`config.mk`:
```
export PLATFORM = sky130hd
export DESIGN_NAME = fetch_decode_ctrl_flat
export DESIGN_NICKNAME = d
export VERILOG_FILES = /design/src/rtl/fetch_decode_ctrl_if.sv /design/src/rtl/fetch_decode_ctrl.sv /design/src/flat_wrapper.sv
export SDC_FILE = /design/constraint.sdc
export NUM_CORES = 1
export LEC_CHECK = 0
export CORE_MARGIN = 5
export CORE_UTILIZATION = 47
export CTS_CLUSTER_DIAMETER = 30
export DETAILED_ROUTE_END_ITERATION = 10
export PLACE_DENSITY = 0.85
export SETUP_SLACK_MARGIN = 0.02
export SYNTH_ARGS = -nofsm -noshare
export SYNTH_HDL_FRONTEND = slang
export SYNTH_SLANG_ARGS = --single-unit
```
`constraint.sdc`:
```
create_clock -name CLK -period 2.7 [get_ports CLK]
set_input_delay 0.27 -clock CLK [delete_from_list [all_inputs] [get_ports CLK]]
set_output_delay 0.27 -clock CLK [all_outputs]
set_load 0.02 [all_outputs]
```
`src/rtl/fetch_decode_ctrl_if.sv`:
```
// ---------------------------------------------------------------------------
// fetch_decode_ctrl_if
// Bundle of signals between the fetch/decode controller, its instruction
// memory and the register-file/ALU datapath.
//   master : the controller (drives pc/address and decode outputs)
//   slave  : the environment (drives start, memory read data, Zero flag)
// Signals:
//   start        leaves IDLE (sampled only in IDLE)
//   instr_data   instruction memory read data, combinational from instr_addr
//   Zero         ALU zero flag, same cycle
//   instr_addr   instruction memory address (equals pc)
//   pc           current program counter
//   RA1/RA2/WA   datapath read/write register addresses
//   immediate    datapath immediate operand
//   write_enable register write strobe
//   ALUsrc       0 = RD2, 1 = immediate
//   ALUControl   00 ADD, 01 SUB, 10 AND, 11 OR
//   halted       high while in HALT
//   illegal      sticky undefined-opcode flag
// ---------------------------------------------------------------------------
interface fetch_decode_ctrl_if #(
  parameter int PC_W    = 8,
  parameter int INSTR_W = 20
);
  logic               start;
  logic [INSTR_W-1:0] instr_data;
  logic               Zero;
  logic [PC_W-1:0]    instr_addr;
  logic [PC_W-1:0]    pc;
  logic [3:0]         RA1;
  logic [3:0]         RA2;
  logic [3:0]         WA;
  logic [7:0]         immediate;
  logic               write_enable;
  logic               ALUsrc;
  logic [1:0]         ALUControl;
  logic               halted;
  logic               illegal;

  modport master (
    input  start, instr_data, Zero,
    output instr_addr, pc, RA1, RA2, WA, immediate,
           write_enable, ALUsrc, ALUControl, halted, illegal
  );

  modport slave (
    output start, instr_data, Zero,
    input  instr_addr, pc, RA1, RA2, WA, immediate,
           write_enable, ALUsrc, ALUControl, halted, illegal
  );
endinterface

```
`src/rtl/fetch_decode_ctrl.sv`:
```
// ---------------------------------------------------------------------------
// fetch_decode_ctrl
// Program counter, instruction register and decoder feeding the
// register-file/ALU datapath. Each instruction takes two cycles: FETCH
// latches the instruction, EXEC drives the decode outputs and updates pc.
// Ports:
//   CLK  rising-edge clock
//   RST  synchronous active-high reset
//   bus  fetch_decode_ctrl_if.master (memory, datapath and status signals)
// Instruction fields: op=[19:16] rd=[15:12] ra=[11:8] rb=[7:4]
//                     imm8=[7:0] off4=[3:0] (signed)
// ---------------------------------------------------------------------------
module fetch_decode_ctrl #(
  parameter int PC_W    = 8,
  parameter int INSTR_W = 20
) (
  input  logic                 CLK,
  input  logic                 RST,
  fetch_decode_ctrl_if.master  bus
);

  localparam logic [1:0] ST_IDLE  = 2'd0;
  localparam logic [1:0] ST_FETCH = 2'd1;
  localparam logic [1:0] ST_EXEC  = 2'd2;
  localparam logic [1:0] ST_HALT  = 2'd3;

  localparam logic [3:0] OP_ADD  = 4'h0;
  localparam logic [3:0] OP_SUB  = 4'h1;
  localparam logic [3:0] OP_AND  = 4'h2;
  localparam logic [3:0] OP_OR   = 4'h3;
  localparam logic [3:0] OP_ADDI = 4'h4;
  localparam logic [3:0] OP_SUBI = 4'h5;
  localparam logic [3:0] OP_ANDI = 4'h6;
  localparam logic [3:0] OP_ORI  = 4'h7;
  localparam logic [3:0] OP_BEQ  = 4'h8;
  localparam logic [3:0] OP_JMP  = 4'h9;
  localparam logic [3:0] OP_NOP  = 4'hE;
  localparam logic [3:0] OP_HALT = 4'hF;

  localparam logic [PC_W-1:0] PC_ONE = {{(PC_W-1){1'b0}}, 1'b1};

  // Branch offsets are 4-bit two's complement; widen to pc width.
  function automatic logic [PC_W-1:0] sext_off4(input logic [3:0] off);
    sext_off4 = {{(PC_W-4){off[3]}}, off};
  endfunction

  logic [1:0]         r_state;
  logic [PC_W-1:0]    r_pc;
  logic [INSTR_W-1:0] r_ir;
  logic               r_halted;
  logic               r_illegal;

  logic [1:0]         w_state_next;
  logic [PC_W-1:0]    w_pc_next;
  logic               w_set_illegal;
  logic [3:0]         w_ra1;
  logic [3:0]         w_ra2;
  logic [3:0]         w_wa;
  logic [7:0]         w_imm;
  logic               w_we;
  logic               w_src;
  logic [1:0]         w_alu;

  logic [3:0]         w_op;
  logic [3:0]         w_rd;
  logic [3:0]         w_ra;
  logic [3:0]         w_rb;
  logic [7:0]         w_imm8;

  assign w_op   = r_ir[19:16];
  assign w_rd   = r_ir[15:12];
  assign w_ra   = r_ir[11:8];
  assign w_rb   = r_ir[7:4];
  assign w_imm8 = r_ir[7:0];

  // Next-state, next-pc and decode outputs; decode is non-zero only in EXEC.
  always_comb begin
    w_state_next  = r_state;
    w_pc_next     = r_pc;
    w_set_illegal = 1'b0;
    w_ra1         = 4'd0;
    w_ra2         = 4'd0;
    w_wa          = 4'd0;
    w_imm         = 8'd0;
    w_we          = 1'b0;
    w_src         = 1'b0;
    w_alu         = 2'b00;
    case (r_state)
      ST_IDLE: begin
        if (bus.start) begin
          w_state_next = ST_FETCH;
        end else begin
          w_state_next = ST_IDLE;
        end
      end
      ST_FETCH: begin
        w_state_next = ST_EXEC;
      end
      ST_EXEC: begin
        w_state_next = ST_FETCH;
        case (w_op)
          OP_ADD, OP_SUB, OP_AND, OP_OR: begin
            w_ra1     = w_ra;
            w_ra2     = w_rb;
            w_wa      = w_rd;
            w_src     = 1'b0;
            w_alu     = w_op[1:0];
            w_we      = 1'b1;
            w_pc_next = r_pc + PC_ONE;
          end
          OP_ADDI, OP_SUBI, OP_ANDI, OP_ORI: begin
            w_ra1     = w_ra;
            w_wa      = w_rd;
            w_imm     = w_imm8;
            w_src     = 1'b1;
            w_alu     = w_op[1:0];
            w_we      = 1'b1;
            w_pc_next = r_pc + PC_ONE;
          end
          OP_BEQ: begin
            // Comparison is a SUB in the datapath; Zero arrives this cycle.
            w_ra1 = w_ra;
            w_ra2 = w_rb;
            w_alu = 2'b01;
            if (bus.Zero) begin
              w_pc_next = r_pc + sext_off4(r_ir[3:0]);
            end else begin
              w_pc_next = r_pc + PC_ONE;
            end
          end
          OP_JMP: begin
            w_pc_next = PC_W'(w_imm8);
          end
          OP_NOP: begin
            w_pc_next = r_pc + PC_ONE;
          end
          OP_HALT: begin
            w_state_next = ST_HALT;
          end
          default: begin
            // Undefined opcode behaves as NOP and raises the sticky flag.
            w_set_illegal = 1'b1;
            w_pc_next     = r_pc + PC_ONE;
          end
        endcase
      end
      ST_HALT: begin
        w_state_next = ST_HALT;
      end
      default: begin
        w_state_next = ST_IDLE;
      end
    endcase
  end

  // State, pc, instruction register and status flags.
  always_ff @(posedge CLK) begin
    if (RST) begin
      r_state   <= ST_IDLE;
      r_pc      <= {PC_W{1'b0}};
      r_ir      <= {INSTR_W{1'b0}};
      r_halted  <= 1'b0;
      r_illegal <= 1'b0;
    end else begin
      r_state  <= w_state_next;
      r_pc     <= w_pc_next;
      r_halted <= (w_state_next == ST_HALT);
      if (r_state == ST_FETCH) begin
        r_ir <= bus.instr_data;
      end else begin
        r_ir <= r_ir;
      end
      if (w_set_illegal) begin
        r_illegal <= 1'b1;
      end else begin
        r_illegal <= r_illegal;
      end
    end
  end

  assign bus.instr_addr   = r_pc;
  assign bus.pc           = r_pc;
  assign bus.RA1          = w_ra1;
  assign bus.RA2          = w_ra2;
  assign bus.WA           = w_wa;
  assign bus.immediate    = w_imm;
  // A reset arriving during EXEC must suppress the writeback of that cycle.
  assign bus.write_enable = w_we & ~RST;
  assign bus.ALUsrc       = w_src;
  assign bus.ALUControl   = w_alu;
  assign bus.halted       = r_halted;
  assign bus.illegal      = r_illegal;

endmodule

```
`src/flat_wrapper.sv`:
```
// flat-port wrapper written by rule: the top's interface ports become plain ports
module fetch_decode_ctrl_flat 
#(
  parameter int PC_W    = 8,
  parameter int INSTR_W = 20
)
  (CLK, RST, bus_start, bus_instr_data, bus_Zero, bus_instr_addr, bus_pc, bus_RA1, bus_RA2, bus_WA, bus_immediate, bus_write_enable, bus_ALUsrc, bus_ALUControl, bus_halted, bus_illegal);
  fetch_decode_ctrl_if #(.PC_W(PC_W), .INSTR_W(INSTR_W)) bus_i ();
  input  logic CLK;
  input  logic RST;
  input wire logic [$bits(bus_i.start)-1:0] bus_start;
  input wire logic [$bits(bus_i.instr_data)-1:0] bus_instr_data;
  input wire logic [$bits(bus_i.Zero)-1:0] bus_Zero;
  output wire logic [$bits(bus_i.instr_addr)-1:0] bus_instr_addr;
  output wire logic [$bits(bus_i.pc)-1:0] bus_pc;
  output wire logic [$bits(bus_i.RA1)-1:0] bus_RA1;
  output wire logic [$bits(bus_i.RA2)-1:0] bus_RA2;
  output wire logic [$bits(bus_i.WA)-1:0] bus_WA;
  output wire logic [$bits(bus_i.immediate)-1:0] bus_immediate;
  output wire logic [$bits(bus_i.write_enable)-1:0] bus_write_enable;
  output wire logic [$bits(bus_i.ALUsrc)-1:0] bus_ALUsrc;
  output wire logic [$bits(bus_i.ALUControl)-1:0] bus_ALUControl;
  output wire logic [$bits(bus_i.halted)-1:0] bus_halted;
  output wire logic [$bits(bus_i.illegal)-1:0] bus_illegal;
  assign bus_i.start = bus_start;
  assign bus_i.instr_data = bus_instr_data;
  assign bus_i.Zero = bus_Zero;
  assign bus_instr_addr = bus_i.instr_addr;
  assign bus_pc = bus_i.pc;
  assign bus_RA1 = bus_i.RA1;
  assign bus_RA2 = bus_i.RA2;
  assign bus_WA = bus_i.WA;
  assign bus_immediate = bus_i.immediate;
  assign bus_write_enable = bus_i.write_enable;
  assign bus_ALUsrc = bus_i.ALUsrc;
  assign bus_ALUControl = bus_i.ALUControl;
  assign bus_halted = bus_i.halted;
  assign bus_illegal = bus_i.illegal;
  fetch_decode_ctrl #(.PC_W(PC_W), .INSTR_W(INSTR_W)) u_core (.CLK(CLK), .RST(RST), .bus(bus_i));
endmodule
```
Word-level counts from Yosys, hierarchy flattened:

Cells that the tools add are included.
W data, S select, Z words.

* add/sub/neg operators: 2
* multiply operators: 0
* divide/modulo/power cells: 0
* magnitude comparators: 0
* equality and inequality tests: 15
* shifts and indexed selects: 0
* muxes and demuxes: 21
* bitwise operators: 3
* reduce and logical (&&, ||, !) cells: 8

Operators with widths (number)
* $mux W4: 6
* $mux W8: 3
* $pmux W8 S3: 1
* $eq A4 B3 Y1 const B: 4
* $eq A4 B4 Y1 const B: 4
* $reduce_or A12 Y1: 1
* $reduce_or A9 Y1: 1
* $add A8 B1 Y8 const B: 1
* $add A8 B8 Y8: 1
* $eq A4 B2 Y1 const B: 2
* $pmux W2 S4: 1
* $reduce_or A8 Y1: 1
* $mux W1: 7
* $eq A2 B2 Y1 const B: 3
* $reduce_or A5 Y1: 1
* $eq A4 B1 Y1 const B: 1
* $logic_not A4 Y1: 1
* $mux W2: 2
* $pmux W2 S2: 1
* $reduce_or A4 Y1: 1
* $eq A2 B1 Y1 const B: 1
* $logic_not A2 Y1: 1
* $not A1 Y1: 2
* $reduce_and A2 Y1: 1
* $and A1 B1 Y1: 1

* bits in registers: 32
* bits in latches: 0
* memory bits (writable): 0
* ROM bits: 0
* input port bits: 24
* output and inout port bits: 42
* word-level logic and storage cells: 54
* memories kept: 0

Longest topological paths before layout:

* depth after elaboration: 5
* depth in mapped cells: 7

Least setup slack after synthesis:

Ideal clock, no wire load.

* path kind: register to register
* start point: register u_core.r_pc[0], in the netlist u_core.bus.instr_addr[0]
* end point: register u_core.r_pc[6], in the netlist u_core.bus.instr_addr[6]
* library setup time: 0.077 ns
* arrival: 1.922 ns
* required time: 2.623 ns
* setup slack: 0.702 ns
* stages on the path, launching flop included: 8
* path buffers: 0
* clock period less this slack: 1.998 ns
* cell sequence: dfxtp_1 ha_1 fa_1 a21o_1 a21oi_1 o21a_1 o2111ai_1 a41oi_2

* word-level cells in the longest chain between the ends: 3
* elaborated cells between the ends (all ways): 4

Ends and longest elaborated chain
* start, declared: RTL line fetch_decode_ctrl.sv:48 `logic [PC_W-1:0] r_pc;`
* start signal, assigned: RTL line fetch_decode_ctrl.sv:160 `r_pc <= {PC_W{1'b0}};`
* start signal, assigned: RTL line fetch_decode_ctrl.sv:166 `r_pc <= w_pc_next;`
* $add A8 B1 Y8 / $add A8 B8 Y8 (equally long branches)
* $mux W8: RTL line fetch_decode_ctrl.sv:125 `if (bus.Zero) begin`
* $pmux W8 S3 (*): RTL line fetch_decode_ctrl.sv:101 `case (w_op)`

Mark *: on every way between the ends. The rest lies on a longest branch, timed or not.
A chain may end at the register's enable or synchronous reset.

Worst setup path in the final report:

* start point: register u_core.r_ir[17]
* end point: output bus_RA2[3]

* word-level cells in the longest chain between the ends: 4
* elaborated cells between the ends (all ways): 8

Ends and longest elaborated chain
* start, declared: RTL line fetch_decode_ctrl.sv:49 `logic [INSTR_W-1:0] r_ir;`
* start signal, assigned: RTL line fetch_decode_ctrl.sv:161 `r_ir <= {INSTR_W{1'b0}};`
* start signal, assigned: RTL line fetch_decode_ctrl.sv:169 `r_ir <= bus.instr_data;`
* start signal, assigned: RTL line fetch_decode_ctrl.sv:171 `r_ir <= r_ir;`
* $eq A4 B1 Y1, or another cell as far along: RTL line fetch_decode_ctrl.sv:101
* $reduce_or A5 Y1 (no line) (*)
* $mux W4 (*): RTL line fetch_decode_ctrl.sv:101
* $mux W4 (*): RTL line fetch_decode_ctrl.sv:88 `case (r_state)`
* end, declared: RTL line flat_wrapper.sv:17 `output wire logic [$bits(bus_i.RA2)-1:0] bus_RA2;`

Marks and branches as above.

==> metrics <==
root buffer cell=clkbuf_8; post-CTS sizing=0; die area=5880 sq um; Gate Count Post-Synth=273; Placed Instances=370; synth unique cells=47; CTS tree=yes; endpoints failing setup=0; Clock Path Buffers=2; ys flop type=dfxtp_1; setup TNS=0 ns; YS warnings=0; Hold Crit Class=register to register; WS Path Type=register to output port; Clock H-tree levels=2; Reg clk slew, reported paths=0.07 ns; largest net degree at the start of global routing=33; row count=24; Inserted Clock Buffers=5; Final ANT Viol Nets=0; antenna violations before repair=0; Worst-Skew Late Latency=0.29 ns; Layout Nets=358; worst-path fanout max=7; Final period util=93.7%; power density over cell area=457 nW/um^2; grt ovf=0; initial core utilization=48.3%; Die Span X=76.7 um; FMAX=395 MHz; syn_nets=306; CP Capture Type=output port; wire per inst=15.1 um; CP Launch Type=register; fillers=373; first-pass GRT wire length=9360 um; Slew headroom=48.0%; DR vias=2136; DRT Wirelength=5700 um; Fin. Hold Viols=0; Initial DRC Count=105; Ant. Diodes=0; worst slew pin tran=0.781 ns; Peak VDD IR=0.296 mV; run status=completed; EDFF count, synth=0; commonest cells after routing, fill and taps aside=clkdlybuf4s50_1, nand2_1, dfxtp_1; vias per inst=5.65; Pleak=0.00107 uW; count of input and output buffers=65; drt first pass iters=4; CP delay by family, top=simple AND/OR/NAND/NOR gates; Non-Filler Instances=378; commonest non-fill, non-tap cell in the layout=clkdlybuf4s50_1; Post-Syn Area=2090 sq um; CORE AREA=4320 sq um; post-detail-place hpwl=4050 um; share of cells above drive strength 1=7.36%; slowest cell on the critical path=clkdlybuf4s50_1; syn_area_per_cell=7.65 sq um; Buffers & Inverters on Critical Path=1; Yosys reg bits=32; Sink Count=32; Area growth, synth to finish=33.9%; GP Congestion=0.858; crit path cell chain=or3_1 > a21oi_1 > nor2b_1 > and2_1 > clkdlybuf4s50_1; Die Ht=76.7 um; fin crit period=2.53 ns; slowest stage delay, CP=0.60 ns; vias in the first global route=2021; post-synthesis sequential area ratio=30.7%; Setup Skew=0.00921 ns; RSZ-0062 raised after global routing=no; worst path required time=2.43 ns; postcts setup bufs=0; hold_buf cts=0; Final Max Slew Viols=0; num ports=66; max cap viols=0; asr flop ratio synth=0%; residual DRC count=0; Critical Path AT=2.26 ns; Total GRT Usage=19.1%
## worst reg2reg max path, stage by stage (launching register included)
cell and delay [ns]:
dfxtp_1 0.39, ha_1 0.28, fa_1 0.42, a21o_1 0.20, a21oi_1 0.25, o21a_1 0.15, o2111ai_1 0.14, a41oi_2 0.22
## logic make-up (layout without fill, tap and decap cells)
logic type,after synthesis,count (layout),share of synthesized area [%]
XOR/XNOR,8,8,3.35
adder cells (fa/ha/maj),9,9,5.75
AO/OA/AOI/OAI,66,66,20.8
buffers and inverters,31,84,8.44
flip-flops,32,32,30.7
AND/OR/NAND/NOR,126,126,30.5
multiplexers,1,1,0.539
## final timing paths
kind                              endpoint  slack [ns]  cells past startpoint                     start
hold reg to reg            u_core.r_ir[14]        0.45                      2           u_core.r_ir[14]
setup reg to reg  u_core.bus.instr_addr[6]        0.58                      7  u_core.bus.instr_addr[0]
setup / recovery                bus_RA2[3]        0.17                      5           u_core.r_ir[17]
hold / removal             u_core.r_ir[14]        0.45                      2           u_core.r_ir[14]
## registers in the layout (all words and copies together), names as in the netlist
register,count
u_core.bus.illegal,1
u_core.bus.halted,1
u_core.r_ir,20
u_core.bus.instr_addr,8
u_core.r_state,2
## cell type report
type / count / area, sq um / share of cell area (%)
clock buffer: 6 / 82.6 / 2.95
clock inverter: 2 / 15.0 / 0.537
inverter: 3 / 11.3 / 0.403
multi-input combinational: 210 / 1270 / 45.5
sequential: 32 / 641 / 22.9
tap: 52 / 65.1 / 2.33
timing repair buffer: 73 / 711 / 25.4
## power breakdown
| part | switching (uW) | leakage, uW | internal [uW] | total [uW] |
|---|---|---|---|---|
| combinational | 176 | 0.000763 | 156 | 332 |
| sequential | 43.8 | 0.000261 | 505 | 549 |
| clock | 193 | 0.0000434 | 206 | 399 |
| total | 413 | 0.00107 | 867 | 1280 |
## per-stage QoR
step / hold slack [ns] / setup slack (ns) / util, % / total power [uW] / area, sq um
CTS: 0.454 / 0.173 / 64.7 / 1280 / 2800
global route: 0.474 / 0.0238 / 64.7 / 1340 / 2800
global placement: 0.437 / 0.520 / 62.4 / 880 / 2700
floorplan: 0.342 / 0.702 / - / 772 / 2090
detailed placement: 0.444 / 0.492 / 62.4 / 888 / 2700
finish: 0.454 / 0.170 / 64.7 / 1280 / 2800
## synth_stat cells (2+ instances only)
cell,n,share of area (%)
nand2_1,50,9.0
dfxtp_1,32,31
a21oi_1,30,7.2
nor2_1,18,3.2
and2_1,14,4.2
clkbuf_1,13,2.3
buf_4,9,3.2
nand3_1,9,2.2
and3_1,8,2.4
ha_1,8,4.8
a31oi_1,6,1.8
nor3_1,6,1.4
nor2b_1,5,1.5
a211oi_1,4,1.4
o21ai_0,4,0.96
xnor2_1,4,1.7
xor2_1,4,1.7
buf_2,3,0.72
buf_6,3,1.6
inv_1,3,0.54
o211ai_1,3,1.1
a21o_1,2,0.72
a311oi_1,2,0.84
a31o_2,2,0.84
a41oi_2,2,1.6
nand2b_1,2,0.60
nand4_1,2,0.60
o2111ai_1,2,0.84
o21a_1,2,0.72
o21bai_1,2,0.72
o31ai_1,2,0.72
or3_1,2,0.60
## layer usage
layer | wire, um | GRT usage (%) | vias to the layer above
li1 | - | - | 1048
met1 | 2390 | 23.8 | 986
met2 | 2660 | 29.8 | 94
met3 | 585 | 7.26 | 8
met4 | 63 | 6.99 | 0
met5 | 0 | 0 | -
(Power assumes the default switching activity.)
